--- config.mk ---
export PLATFORM = sky130hd
export DESIGN_NAME = mem_bus_master_flat
export DESIGN_NICKNAME = d
export VERILOG_FILES = /design/src/rtl/mem_bus_master_if.sv /design/src/rtl/mem_bus_master.sv /design/src/flat_wrapper.sv
export SDC_FILE = /design/constraint.sdc
export NUM_CORES = 1
export LEC_CHECK = 0
export ABC_CLOCK_PERIOD_IN_PS = 5500
export CAP_MARGIN = 20
export CORE_ASPECT_RATIO = 2
export CORE_MARGIN = 8
export CORE_UTILIZATION = 45
export CTS_BUF_LIST = sky130_fd_sc_hd__clkbuf_4
export DETAILED_ROUTE_END_ITERATION = 7
export GPL_ROUTABILITY_DRIVEN = 0
export MAX_ROUTING_LAYER = met4
export PLACE_DENSITY = 0.84
export SLEW_MARGIN = 20
export SYNTH_ARGS = -nofsm -noshare
export SYNTH_HDL_FRONTEND = slang
export SYNTH_SLANG_ARGS = --single-unit
--- constraint.sdc ---
create_clock -name Clk1 -period 5.5 [get_ports Clk1]
set_clock_uncertainty 0.15 [all_clocks]
set_input_delay 1.1 -clock Clk1 [delete_from_list [all_inputs] [get_ports Clk1]]
set_output_delay 1.1 -clock Clk1 [all_outputs]
set_load 0.005 [all_outputs]
--- src/rtl/mem_bus_master_if.sv ---
// Core request / memory bus bundle for mem_bus_master.
// master = the bus master block, slave = core plus memory side.
interface mem_bus_master_if;
    logic        ReqValid;
    logic        ReqReady;
    logic        ReqWr;
    logic [15:0] ReqAddr;
    logic [15:0] ReqData;
    logic        RspValid;
    logic [15:0] RspData;
    logic [15:0] Addr;
    logic        RD;
    logic        WR;
    logic [15:0] DataOut;
    logic [15:0] DataIn;

    modport master (
        input  ReqValid, ReqWr, ReqAddr, ReqData, DataIn,
        output ReqReady, RspValid, RspData, Addr, RD, WR, DataOut
    );

    modport slave (
        output ReqValid, ReqWr, ReqAddr, ReqData, DataIn,
        input  ReqReady, RspValid, RspData, Addr, RD, WR, DataOut
    );
endinterface

--- src/rtl/mem_bus_master.sv ---
// Queued memory bus master: request FIFO feeding a two-cycle ADDR/DATA bus FSM.
// Optional macro CVP14_HALT_DETECT_EN: popping address 16'hFFFF parks the FSM in HALT.
module mem_bus_master #(
    parameter int DEPTH = 2
) (
    input  logic             Clk1,
    input  logic             Reset,
    mem_bus_master_if.master bus,
    output logic             Busy,
    output logic             Halted
);
    localparam int PW = (DEPTH == 4) ? 2 : 1;
    localparam int CW = PW + 1;

    typedef enum logic [1:0] {IDLE, ADDR, DATA, HALT} state_t;

    state_t        state;
    logic [32:0]   fifo [DEPTH];
    logic [PW-1:0] wptr;
    logic [PW-1:0] rptr;
    logic [CW-1:0] count;
    logic          full;
    logic          empty;
    logic          push;
    logic          pop;
    logic          halt_hit;
    logic [32:0]   head;

    assign full         = (count == CW'(DEPTH));
    assign empty        = (count == '0);
    assign bus.ReqReady = !full && (state != HALT);
    assign push         = bus.ReqValid && bus.ReqReady;
    assign pop          = !empty && ((state == IDLE) || (state == DATA));
    assign head         = fifo[rptr];
    assign Busy         = !empty || (state != IDLE);

`ifdef CVP14_HALT_DETECT_EN
    assign halt_hit = (head[31:16] == 16'hFFFF);
    assign Halted   = (state == HALT);
`else
    assign halt_hit = 1'b0;
    assign Halted   = 1'b0;
`endif

    // FIFO storage: entry is {wr, addr, data}, written on accept
    always_ff @(posedge Clk1) begin
        if (push) begin
            fifo[wptr] <= {bus.ReqWr, bus.ReqAddr, bus.ReqData};
        end
    end

    // FIFO pointers and occupancy; push+pop together leaves count alone
    always_ff @(posedge Clk1) begin
        if (Reset) begin
            wptr  <= '0;
            rptr  <= '0;
            count <= '0;
        end else begin
            if (push) begin
                wptr <= wptr + 1'b1;
            end
            if (pop) begin
                rptr <= rptr + 1'b1;
            end
            case ({push, pop})
                2'b10:   count <= count + 1'b1;
                2'b01:   count <= count - 1'b1;
                default: count <= count;
            endcase
        end
    end

    // Bus FSM: ADDR then DATA per transaction, back-to-back when queued
    always_ff @(posedge Clk1) begin
        if (Reset) begin
            state        <= IDLE;
            bus.Addr     <= '0;
            bus.DataOut  <= '0;
            bus.RD       <= 1'b0;
            bus.WR       <= 1'b0;
            bus.RspValid <= 1'b0;
            bus.RspData  <= '0;
        end else begin
            bus.RspValid <= 1'b0;
            unique case (state)
                IDLE, DATA: begin
                    if ((state == DATA) && bus.RD) begin
                        bus.RspData  <= bus.DataIn;
                        bus.RspValid <= 1'b1;
                    end
                    if (pop && halt_hit) begin
                        state  <= HALT;
                        bus.RD <= 1'b0;
                        bus.WR <= 1'b0;
                    end else if (pop) begin
                        state       <= ADDR;
                        bus.Addr    <= head[31:16];
                        bus.RD      <= !head[32];
                        bus.WR      <= head[32];
                        bus.DataOut <= head[15:0];
                    end else begin
                        state  <= IDLE;
                        bus.RD <= 1'b0;
                        bus.WR <= 1'b0;
                    end
                end
                ADDR: state <= DATA;
                HALT: state <= HALT;
            endcase
        end
    end
endmodule

--- src/flat_wrapper.sv ---
// flat-port wrapper written by rule: the top's interface ports become plain ports
module mem_bus_master_flat 
#(
    parameter int DEPTH = 2
)
  (Clk1, Reset, Busy, Halted, bus_ReqValid, bus_ReqWr, bus_ReqAddr, bus_ReqData, bus_DataIn, bus_ReqReady, bus_RspValid, bus_RspData, bus_Addr, bus_RD, bus_WR, bus_DataOut);
  mem_bus_master_if bus_i ();
  input  logic Clk1;
  input  logic Reset;
  output logic Busy;
  output logic Halted;
  input wire logic [$bits(bus_i.ReqValid)-1:0] bus_ReqValid;
  input wire logic [$bits(bus_i.ReqWr)-1:0] bus_ReqWr;
  input wire logic [$bits(bus_i.ReqAddr)-1:0] bus_ReqAddr;
  input wire logic [$bits(bus_i.ReqData)-1:0] bus_ReqData;
  input wire logic [$bits(bus_i.DataIn)-1:0] bus_DataIn;
  output wire logic [$bits(bus_i.ReqReady)-1:0] bus_ReqReady;
  output wire logic [$bits(bus_i.RspValid)-1:0] bus_RspValid;
  output wire logic [$bits(bus_i.RspData)-1:0] bus_RspData;
  output wire logic [$bits(bus_i.Addr)-1:0] bus_Addr;
  output wire logic [$bits(bus_i.RD)-1:0] bus_RD;
  output wire logic [$bits(bus_i.WR)-1:0] bus_WR;
  output wire logic [$bits(bus_i.DataOut)-1:0] bus_DataOut;
  assign bus_i.ReqValid = bus_ReqValid;
  assign bus_i.ReqWr = bus_ReqWr;
  assign bus_i.ReqAddr = bus_ReqAddr;
  assign bus_i.ReqData = bus_ReqData;
  assign bus_i.DataIn = bus_DataIn;
  assign bus_ReqReady = bus_i.ReqReady;
  assign bus_RspValid = bus_i.RspValid;
  assign bus_RspData = bus_i.RspData;
  assign bus_Addr = bus_i.Addr;
  assign bus_RD = bus_i.RD;
  assign bus_WR = bus_i.WR;
  assign bus_DataOut = bus_i.DataOut;
  mem_bus_master #(.DEPTH(DEPTH)) u_core (.Clk1(Clk1), .Reset(Reset), .bus(bus_i), .Busy(Busy), .Halted(Halted));
endmodule
Yosys cells after proc, flatten, opt, wreduce, memory -nomap -nowiden
Memories as Yosys holds them, arrays and structs flattened. A register that Yosys moved wholly into a read port is not among the register bits.
Cells that the tools add are included.
{ "op_classes": {"addsub": 4, "eq_ne": 7, "mux": 10, "bitwise": 1, "n_reduce_logical": 17} }
{ "ops": {"columns": ["operator", "count"], "rows": [
  ["equality test 2 bit, second input constant", 4],
  ["2-to-1 mux 1 bit", 8],
  ["one-hot mux 2 bit (3 select lines)", 1],
  ["equality test 2 x 1 -> 1 bit, second input constant", 2],
  ["logical AND 1 bit", 4],
  ["logical NOT 2 bit", 2],
  ["one-hot mux 2 bit (2 select lines)", 1],
  ["AND reduction 2 bit", 2],
  ["nonzero test 2 bit", 2],
  ["OR reduction 2 bit", 2],
  ["logical NOT 1 bit", 3],
  ["adder 1 bit, second input constant", 2],
  ["adder 2 x 1 -> 2 bit, second input constant", 1],
  ["logical OR 1 bit", 2],
  ["inequality test 2 bit, second input constant", 1],
  ["subtractor 2 x 1 -> 2 bit, second input constant", 1],
  ["inverter 1 bit", 1]
]} }
{ "word_totals": {"register_bits": 57, "mem_bits_rw": 66, "output_inout_bits": 54, "word_cells": 50, "mem_count": 1} }
{ "mem_list": {"columns": ["name", "depth", "width", "read_ports", "rd_clocked_by_memory_dff", "wr", "line", "text"], "rows": [
  ["u_core.fifo", 2, 33, 1, 1, 1, "mem_bus_master.sv:18", "logic [32:0] fifo [DEPTH];"]
]} }

Longest topological paths before layout
Gate-level depths: netlist of run 1.
{ "logic_depth": {"ltp_word": 6, "ltp_mapped": 7, "depth_no_buf": 6} }

Worst setup path before layout of run 1
OpenSTA, ideal clock, no wires.
{ "synth_timing": {"kind": "input port to flip-flop", "from": "input port bus_ReqValid", "to": "memory u_core.fifo[0][0] (enable)", "setup_ps": 423, "t_arrival_ps": 2655, "required_ps": 4927, "slack_ps": 2272, "cell_stages": 2, "n_path_buf": 0, "cell_sequence": "nand3b_1 -> nor2_1"} }
{ "synth_between": {"elab_chain_len": 3} }
{ "synth_lines": {"columns": ["element", "line", "text"], "rows": [
  ["from (decl)", "flat_wrapper.sv:12", "input wire logic [$bits(bus_i.ReqValid)-1:0] bus_ReqValid;"],
  ["logical AND 1 bit", "mem_bus_master.sv:32", "assign push = bus.ReqValid && bus.ReqReady;"],
  ["2-to-1 mux 1 bit", "mem_bus_master.sv:47", "if (push) begin"],
  ["2-to-1 mux 1 bit (not written as such)", "mem_bus_master.sv:48", "fifo[wptr] <= {bus.ReqWr, bus.ReqAddr, bus.ReqData};"],
  ["to (decl)", "mem_bus_master.sv:18", null]
]} }
No other way between the ends.

Final worst setup path of run 1
{ "layout_timing": {"from": "register u_core.count[0]", "to": "output port bus_ReqReady"} }
{ "layout_between": {"elab_chain_len": 3} }
{ "layout_lines": {"columns": ["element", "line", "text"], "rows": [
  ["from (decl)", "mem_bus_master.sv:21", "logic [CW-1:0] count;"],
  ["from (signal assigned)", "mem_bus_master.sv:66", "2'b10: count <= count + 1'b1;"],
  ["from (signal assigned)", "mem_bus_master.sv:67", "2'b01: count <= count - 1'b1;"],
  ["from (signal assigned)", "mem_bus_master.sv:68", "default: count <= count;"],
  ["equality test 2 bit", "mem_bus_master.sv:29", "assign full = (count == CW'(DEPTH));"],
  ["logical NOT 1 bit", "mem_bus_master.sv:31", "assign bus.ReqReady = !full && (state != HALT);"],
  ["logical AND 1 bit", "mem_bus_master.sv:31", null],
  ["to (decl)", "flat_wrapper.sv:17", "output wire logic [$bits(bus_i.ReqReady)-1:0] bus_ReqReady;"]
]} }
No other way between the ends.

==> results.txt, run 1 <==
P_leak: 0.00199 µW
Synth-to-layout area growth: 32.3%
Post-synth cell types: 30
Grt peak-use layer: met2
DR WL/cell: 16.0 µm
Syn Area/Cell: 13.7 µm²
Fmax: 334 MHz
Die height: 157 µm
Yosys reg bits: 124
Mapped Cells: 328
Clock buffer depth: 2
Slew headroom: 32.3%
DIE AREA: 13600 µm²
Design area: 5930 µm²
Fraction of layout cells with a size suffix above 1: 12.9%
DP Area: 5580 µm²
HP Class: reg2reg
Run status: completed
Post_cts resized: 0
Synth Warn #: 0
Hpwl dp: 6.41 mm
Total Routing Usage GR: 14.7%
Crit path DAT: 1740 ps
Worst vdd ir: 276 µV
Row cnt: 51
Largest net degree at the start of global routing: 69
Setup violations, final: 0
Dpl ws: 2280 ps
First-pass GRT wire length: 14.6 mm
Min Clock Period, post-route: 2990 ps
Initial antenna violation count: 1
Number of port buffers: 104
Width of the die: 86.5 µm
# nets final: 482
Fill count: 794
Placed Instances: 542
Max Slew Vio Count: 0
Required time worst endpoint: 4250 ps
PwrDens: 500 nW/µm²
Slowest CP cell: clkdlybuf4s50_1
GRT met1 Usage: 13.2%
CP peak stage delay: 510 ps
Yosys top cell by area: edfxtp_1
Final Hold Vio Count: 0
Non-Filler Instances: 575
Worst setup margin: 2510 ps
Most numerous cell in the Yosys netlist: edfxtp_1
DRC: 0
Synth top area cells: edfxtp_1 (44%), dfxtp_1 (26%), mux2i_1 (7.2%)
Commonest cells post-synth: edfxtp_1 (66), dfxtp_1 (58), nor2_1 (46)
Number of max-cap violations: 0
I/O pin total: 106
CTS tree: yes
Met2 Track Usage GR: 26.8%
CP startpoint kind: register
Worst Path Max Fanout: 5
Post-route ant nets: 0
Yosys top cell area share: 44.2%
CP cell instances: nand2b_1 > nor2b_1 > clkdlybuf4s50_1
Routed Wire Length: 9.20 mm
Clock sinks: 124
Vias/cell: 4.85
Total CTS buffers: 17
Depth of the CTS H-tree: 4
Ys async rst share: 0%
CTS Hold Bufs: 0
Fin crit share: 54.4%
Starting Density: 46.2%
CORE AREA: 9700 µm²
Post-CTS Repair Setup Buffers: 0
Setup CP Type: reg2out
Number of global-route vias before repair: 3057
Endpoint type of the worst setup path: primary output
Clk_lat worst skew: 510 ps
First-pass iteration count of the detailed router: 4
DR vias: 2786
Iteration-0 DRC Markers: 75
Synth Flop Type: edfxtp_1
Number of synthesized flops with an enable pin: 66
Syn nets: 381
CTS clk-pin slew, worst paths: 100 ps
Worst-Margin Slew: 1010 ps
Clk root buf: clkbuf_4
RSZ-0062 raised after global routing: no
Setup TNS: 0 ps
Total grt overflow: 0
Cell Area, Synth: 4480 µm²
Met3 Track Usage GR: 4.75%
Register area share after synthesis: 70.2%
[stage by stage]
step | power (µW) | util (%) | hold WS, ps
after floorplan | 1880 | - | 303
final | 2960 | 61.1 | 310
after CTS | 3000 | 61.1 | 313
after global placement | 2210 | 57.5 | 291
after global routing | 3130 | 61.1 | 330
after detailed placement | 2260 | 57.5 | 298
[report_power, final]
group          switching (µW)  leakage (µW)  internal (µW)
registers                 132       0.00109           1200
logic                     430      0.000717            463
clock network             331      0.000179            407
[worst paths after layout]
path                                       startpoint                                  end  slack (ps)  cells past startpoint
hold / removal    u_core.bus.RspData[15]$_SDFFE_PP0P_  u_core.bus.RspData[15]$_SDFFE_PP0P_         310                      2
setup / recovery         u_core.count[0]$_SDFFE_PP0P_                         bus_ReqReady        2510                      3
setup reg to reg           u_core.state[0]$_SDFF_PP0_         u_core.count[1]$_SDFFE_PP0P_        3110                      4
hold reg to reg   u_core.bus.RspData[15]$_SDFFE_PP0P_  u_core.bus.RspData[15]$_SDFFE_PP0P_         310                      2
[logic make-up after synthesis]
| group | Yosys count | synth area share, % |
|---|---|---|
| AOI/OAI and AO/OA | 53 | 10.2 |
| and+or+nand+nor | 88 | 7.93 |
| muxes | 34 | 7.65 |
| DFF | 124 | 70.2 |
| other | 1 | 0.0837 |
| adders and majority gates | 1 | 0.279 |
| xor gates and xnor gates | 3 | 0.587 |
| buffers and inverters | 24 | 3.10 |
[placed cells by master (no fill, tap or decap), drive strengths merged, types with 2 or more instances in the layout]
cell / netlist / layout
nand3b: 2 / 2
inv: 1 / 2
nor2: 46 / 46
clkdlybuf4s50: 0 / 103
mux2i: 32 / 32
clkbuf: 6 / 17
mux2: 2 / 2
nor2b: 2 / 2
buf: 17 / 2
a21oi: 17 / 17
nand2: 34 / 34
edfxtp: 66 / 66
dfxtp: 58 / 58
xnor2: 2 / 2
bufinv: 0 / 5
a211oi: 32 / 32
clkinv: 0 / 8
[flip-flops by register name (all words and copies together), names as in the netlist, named ones only]
name / flops
u_core.bus.Addr: 16
u_core.state: 2
u_core.bus.RD: 1
u_core.wptr: 1
u_core.fifo: 66
u_core.bus.WR: 1
u_core.count: 2
u_core.bus.DataOut: 16
u_core.bus.RspValid: 1
u_core.bus.RspData: 16
u_core.rptr: 1
[worst max-delay path: cells and delay by family (launching register included)]
family / cells / cell delay (ps)
buf+inv: 1 / 510
flops: 1 / 450
simple gates: 2 / 280
[area by class of cell]
cell class,instances,area (µm²),share of cell area (%)
clock inverter,15,221,3.74
inverter,1,3.75,0.0633
tap,132,165,2.79
timing repair buffer,105,1040,17.6
clock buffer,17,128,2.15
antenna,1,2.50,0.0422
multi-input combinational,180,1220,20.6
sequential,124,3140,53.1
[per-layer routing]
layer	up-vias	part of all wire (%)
met5	-	0
met4	0	2.0
met3	13	5.1
met2	85	57
met1	1313	36
li1	1375	-
(Power assumes the default switching activity.)
==> inputs of run 2 (changes only) <==
--- a/config.mk
+++ b/config.mk
@@ -5,7 +5,7 @@
 export SDC_FILE = /design/constraint.sdc
 export NUM_CORES = 1
 export LEC_CHECK = 0
-export ABC_CLOCK_PERIOD_IN_PS = 5500
+export ABC_CLOCK_PERIOD_IN_PS = 2500
 export CAP_MARGIN = 20
 export CORE_ASPECT_RATIO = 2
 export CORE_MARGIN = 8
@@ -14,7 +14,7 @@
 export DETAILED_ROUTE_END_ITERATION = 7
 export GPL_ROUTABILITY_DRIVEN = 0
 export MAX_ROUTING_LAYER = met4
-export PLACE_DENSITY = 0.84
+export PLACE_DENSITY = 0.87
 export SLEW_MARGIN = 20
 export SYNTH_ARGS = -nofsm -noshare
 export SYNTH_HDL_FRONTEND = slang
==> constraint.sdc (replaced) <==
create_clock -name Clk1 -period 2.5 [get_ports Clk1]
set_clock_uncertainty 0.15 [all_clocks]
set_input_delay 0.5 -clock Clk1 [delete_from_list [all_inputs] [get_ports Clk1]]
set_output_delay 0.5 -clock Clk1 [all_outputs]
set_load 0.005 [all_outputs]
==> run 2 against run 1 <==
  * Clock power rose by 130%
  * Setup slack got worse by 2400 ps
  * Core utilization rose by 0.98 points
  * Cell area rose by 1.6%
  * Combinational power rose by 140%
  * Total power rose by 120%
  * Register-to-register slack got worse by 2400 ps
  * Critical path type unchanged
  * Highest routed layer unchanged
==> results.txt, run 2 (synthesis gave the netlist of run 1 again) <==
Fin crit share: 94.6%
Slew headroom: 58.0% (+26 points)
CP Launch Point: u_core.state[0]$_SDFF_PP0_
First-pass iteration count of the detailed router: 4 (unchanged)
Die height: 157 µm (unchanged)
CP peak stage delay: 530 ps (+20 ps)
Worst vdd ir: 818 µV (+200%)
Worst-Margin Slew: 628 ps (-387 ps)
Fmax: 423 MHz
DR vias: 2818 (+1.1%)
CORE AREA: 9700 µm² (unchanged)
Post-CTS Repair Setup Buffers: 0 (unchanged)
First-pass GRT wire length: 14.7 mm (+0.52%)
Most common cell after layout, fill and taps aside: clkdlybuf4s50_1
Worst Path Max Fanout: 9 (+4)
Fraction of layout cells with a size suffix above 1: 14.7% (+1.8 points)
Worst reg2reg path depth: 5 (+1)
Final Hold Vio Count: 0 (unchanged)
Number of port buffers: 104 (unchanged)
Min Clock Period, post-route: 2360 ps
Endpoint type of the worst setup path: primary output
Synth-to-layout area growth: 34.4%
Setup violations, final: 0 (unchanged)
Depth of the CTS H-tree: 4 (unchanged)
# nets final: 489 (+1.5%)
Total CTS buffers: 17 (unchanged)
CP startpoint kind: register
Clock sinks: 124 (unchanged)
RSZ-0062 raised after global routing: no
DRC: 0 (unchanged)
Routed Wire Length: 9.27 mm (+0.80%)
Largest register FFs: 66 (unchanged)
DR WL/cell: 15.9 µm (-0.41%)
R2r startpoint: u_core.state[0]$_SDFF_PP0_
Setup TNS: 0 ps (unchanged)
Reg-to-reg slack, setup: 700 ps (-2410 ps)
Number of max-cap violations: 0 (unchanged)
CTS clk-pin slew, worst paths: 100 ps (about the same)
Placed Instances: 549 (+1.3%)
Clk root buf: clkbuf_4
Hold path depth: 2 (unchanged)
Required time worst endpoint: 1850 ps (-2400 ps)
Max Slew Vio Count: 0 (unchanged)
Power Total: 6620 µW (+120%)
I/O pin total: 106 (unchanged)
Largest net degree at the start of global routing: 42 (-39%)
Top reg by flops: u_core.fifo
Iteration-0 DRC Markers: 120 (+60%)
Run status: completed
Clk_lat worst skew: 500 ps (about the same)
DP Area: 5670 µm² (+1.6%)
Row cnt: 51 (unchanged)
PwrDens: 1100 nW/µm² (+120%)
Total grt overflow: 0 (unchanged)
Vias/cell: 4.84 (about the same)
Slowest CP cell: clkdlybuf4s50_1
Width of the die: 86.5 µm (unchanged)
Final Core Density: 62.1% (+0.98 points)
Hold Path Origin: Reset
Setup CP Type: reg2out
P_leak: 0.00205 µW (+3.1%)
Non-Filler Instances: 582 (+1.2%)
DIE AREA: 13600 µm² (unchanged)
Initial antenna violation count: 1 (unchanged)
Post-route ant nets: 0 (unchanged)
CP cell instances: and2_1 > nor2b_1 > clkdlybuf4s50_1
Most frequent cells in the layout: clkdlybuf4s50_1 (103), edfxtp_1 (66), dfxtp_1 (55)
CTS tree: yes
Crit path DAT: 1710 ps (-30 ps)
Design area: 6020 µm² (+1.6%)
HP Class: in2reg
Starting Density: 46.2% (unchanged)
R2r endpoint: u_core.count[1]$_SDFFE_PP0P_
Hpwl dp: 6.64 mm (+3.6%)
Clock buffer depth: 2 (unchanged)
Number of global-route vias before repair: 3011 (-1.5%)
Total Routing Usage GR: 14.7% (-0.018 points)
run 2: routing by layer:
metal | up-vias | share of wire (%) | track usage (%)
li1 | 1399 | - | -
met1 | 1310 | 39 | 14.1
met2 | 93 | 54 | 25.8
met3 | 16 | 4.5 | 4.02
met4 | 0 | 2.5 | 8.11
met5 | - | 0 | -
run 2: stage by stage:
stage | hold WS, ps | setup slack [ps]
after global placement | 292 | 394
after detailed placement | 297 | 366
final | 268 | 135
after CTS | 226 | 15.9
after global routing | 247 | 16.9
after floorplan | 303 | -228
run 2: area by class of cell:
| type | instances | area, µm² |
|---|---|---|
| Clock inverter | 15 | 224 |
| Multi-Input combinational cell | 180 | 1220 |
| Timing Repair Buffer | 112 | 1130 |
| Tap cell | 132 | 165 |
| Sequential cell | 124 | 3150 |
| Fill cell | 779 | 3680 |
| Inverter | 1 | 3.75 |
| Antenna cell | 1 | 2.50 |
| Clock buffer | 17 | 128 |
run 2: worst max path at each step:
stage	slack [ps]	to
3_3_place_gp	390	u_core.count[1]$_SDFFE_PP0P_
5_1_grt	20	bus_ReqReady
2_1_floorplan	-230	u_core.fifo[0][0]$_DFFE_PP_
6_report	140	bus_ReqReady
3_5_place_dp	370	u_core.count[1]$_SDFFE_PP0P_
4_1_cts	20	bus_ReqReady
run 2: power by group:
group | internal (µW) | switching (µW)
clock network | 979 | 692
registers | 2630 | 213
logic | 1080 | 1030
run 2: critical path: cells and delay by family, from the launching register on:
| kind | cells | cell delay [ps] |
|---|---|---|
| buffers and inverters | 1 | 530 |
| and+or+nand+nor | 2 | 330 |
| DFF | 1 | 370 |
run 2: what timing repair did:
action,4_1_cts,5_1_grt
hold buffers,0,0
gates resized for setup,1,1
setup endpoints to repair,1,1
pin swaps,0,0
==> inputs of run 3 (changes only) <==
--- a/config.mk
+++ b/config.mk
@@ -5,12 +5,13 @@
 export SDC_FILE = /design/constraint.sdc
 export NUM_CORES = 1
 export LEC_CHECK = 0
-export ABC_CLOCK_PERIOD_IN_PS = 2500
+export ABC_CLOCK_PERIOD_IN_PS = 1900
 export CAP_MARGIN = 20
 export CORE_ASPECT_RATIO = 2
 export CORE_MARGIN = 8
 export CORE_UTILIZATION = 45
 export CTS_BUF_LIST = sky130_fd_sc_hd__clkbuf_4
+export CTS_CLUSTER_DIAMETER = 40
 export DETAILED_ROUTE_END_ITERATION = 7
 export GPL_ROUTABILITY_DRIVEN = 0
 export MAX_ROUTING_LAYER = met4
==> constraint.sdc (replaced) <==
create_clock -name Clk1 -period 1.9 [get_ports Clk1]
set_clock_uncertainty 0.15 [all_clocks]
set_input_delay 0.38 -clock Clk1 [delete_from_list [all_inputs] [get_ports Clk1]]
set_output_delay 0.38 -clock Clk1 [all_outputs]
set_load 0.005 [all_outputs]
==> run 3 against run 2 <==
  * Sequential power up 33%
  * Register-to-register slack worse by 600 ps
  * First-iteration DRC count decreased by 18%
  * Core utilization is 0.26 points higher
  * Cell count is 1.5% higher
  * Die area unchanged
  * Worst hold slack got worse by 190 ps
==> results.txt, run 3 (synthesis gave the netlist of run 1 again) <==
Total Routing Usage GR: 15.4% (+0.74 points)
PwrDens: 1390 nW/µm² (+26%)
HP Class: in2reg
CP cell instances: and2_4 > nor2b_1 > buf_2
Run status: completed
Final Hold Vio Count: 0 (unchanged)
Register area: 3180 µm² (+1.0%)
Min Clock Period, post-route: 1820 ps
Iteration-0 DRC Markers: 99 (-18%)
Worst hold path endpoint: u_core.count[0]$_SDFFE_PP0P_
Hpwl dp: 6.96 mm (+4.9%)
Footprint of the multi-input gates: 1230 µm² (+1.0%)
DRC: 0 (unchanged)
Number of max-cap violations: 0 (unchanged)
Vias/cell: 4.96 (+2.4%)
Width of the die: 86.5 µm (unchanged)
Endpoint type of the worst setup path: primary output
First-pass iteration count of the detailed router: 4 (unchanged)
R2r endpoint: u_core.count[1]$_SDFFE_PP0P_
Slew headroom: 63.4% (+5.4 points)
Clk root buf: clkbuf_4
Row cnt: 51 (unchanged)
Routed Wire Length: 9.90 mm (+6.7%)
DR WL/cell: 16.7 µm (+5.1%)
Number of global-route vias before repair: 3087 (+2.5%)
Fill count: 796 (+2.2%)
Initial antenna violation count: 1 (unchanged)
R2r startpoint: u_core.state[0]$_SDFF_PP0_
Worst Path Max Fanout: 4 (-5)
CP peak stage delay: 430 ps (-100 ps)
Clk_lat worst skew: 500 ps (about the same)
Design area: 6050 µm² (+0.42%)
Placed Instances: 552 (+0.55%)
Final Core Density: 62.3% (+0.26 points)
Post-route ant nets: 0 (unchanged)
CTS clk-pin slew, worst paths: 110 ps (about the same)
Total grt overflow: 0 (unchanged)
Largest register FFs: 66 (unchanged)
Setup violations, final: 0 (unchanged)
Total CTS buffers: 17 (unchanged)
Worst reg2reg path depth: 5 (unchanged)
Fmax: 551 MHz
Max Slew Vio Count: 0 (unchanged)
WL met1: 3.54 mm (-1.0%)
CORE AREA: 9700 µm² (unchanged)
First-pass GRT wire length: 15.3 mm (+4.5%)
Hold_ws: 82.2 ps (-186 ps)
Max layer used: met4
I/O pin total: 106 (unchanged)
Required time worst endpoint: 1370 ps (-480 ps)
Worst-Margin Slew: 549 ps (-79.3 ps)
CP startpoint kind: register
Depth of the CTS H-tree: 4 (unchanged)
Reg-to-reg slack, setup: 100 ps (-600 ps)
Top reg by flops: u_core.fifo
DP Area: 5710 µm² (+0.84%)
DIE AREA: 13600 µm² (unchanged)
Worst vdd ir: 702 µV (-14%)
Setup CP Type: reg2out
Die height: 157 µm (unchanged)
Hold path depth: 2 (unchanged)
Fin crit share: 95.6%
CTS Hold Bufs: 0 (unchanged)
Synth-to-layout area growth: 35.0%
RSZ-0062 raised after global routing: yes
Starting Density: 46.2% (unchanged)
Slowest CP cell: dfxtp_1
Non-Filler Instances: 591 (+1.5%)
CTS tree: yes
Met2 wire length: 5.63 mm (+12%)
Most frequent cells in the layout: edfxtp_1 (66), clkdlybuf4s50_1 (50), dlygate4sd2_1 (50)
Clock sinks: 124 (unchanged)
Hold Path Origin: Reset
Largest net degree at the start of global routing: 42 (unchanged)
DR vias: 2931 (+4.0%)
Number of port buffers: 104 (unchanged)
Crit path DAT: 1290 ps (-420 ps)
WL met3: 500 µm (+19%)
Most common cell after layout, fill and taps aside: edfxtp_1
# nets final: 498 (+1.8%)
Setup TNS: 0 ps (unchanged)
Clock buffer depth: 2 (unchanged)
Fraction of layout cells with a size suffix above 1: 21.6% (+6.9 points)
P_leak: 0.00231 µW (+13%)
## run 3: cell count changes in the layout (fill, tap and decap cells not counted), sizes merged, moves of 2 or more
cell           change
bufinv             -2
buf               +10
clkdlybuf4s50     -53
inv                -2
dlygate4sd2       +50
clkbuf             +3
## run 3: how the worst max path moves through the flow
stage | from | end | slack, ps | depth (start not counted)
6_report | u_core.state[1]$_SDFF_PP0_ | bus_ReqReady | 80 | 3
5_1_grt | u_core.state[0]$_SDFF_PP0_ | bus_ReqReady | -30 | 3
4_1_cts | u_core.bus.RspValid$_SDFF_PP0_ | bus_RspValid | 6 | 1
3_5_place_dp | bus_ReqValid | u_core.count[1]$_SDFFE_PP0P_ | -130 | 5
3_3_place_gp | bus_ReqValid | u_core.count[1]$_SDFFE_PP0P_ | -60 | 5
2_1_floorplan | u_core.state[0]$_SDFF_PP0_ | u_core.fifo[0][0]$_DFFE_PP_ | -310 | 3
## run 3: where the power goes
part           switching [µW]  internal [µW]
Sequential                291           3500
Combinational            1400           1270
Clock                     886           1060
## run 3: final cells by class
cell class | instances | area share [%]
Inverter | 1 | 0.0621
Timing Repair Buffer | 121 | 19.2
Antenna cell | 1 | 0.0414
Sequential cell | 124 | 52.6
Multi-Input combinational cell | 180 | 20.4
Clock inverter | 12 | 2.55
Tap cell | 132 | 2.73
Clock buffer | 20 | 2.48
## run 3: metrics by stage
| stage | setup WS (ps) | total power, µW |
|---|---|---|
| floorplan | -311 | 5440 |
| global placement | -64.4 | 6530 |
| detailed placement | -128 | 6690 |
| CTS | 5.52 | 8470 |
| global route | -31.5 | 8890 |
| finish | 84.3 | 8410 |
## run 3: per-layer routing
metal,track usage [%],vias to the layer above
li1,-,1417
met2,28.1,93
met3,5.12,16
met5,-,-
met1,13.5,1405
met4,8.11,0
## run 3: worst max-delay path: cells and delay by family, from the launching register on
kind | cells | cell delay, ps
buffers and inverters | 1 | 120
AND/OR/NAND/NOR | 2 | 230
flip-flops | 1 | 430
## run 3: timing repair
item                                    CTS  global route
hold endpoints to repair                  0             0
buffers inserted                          4             2
resized for setup                        83             4
endpoints found under the setup margin   52             3
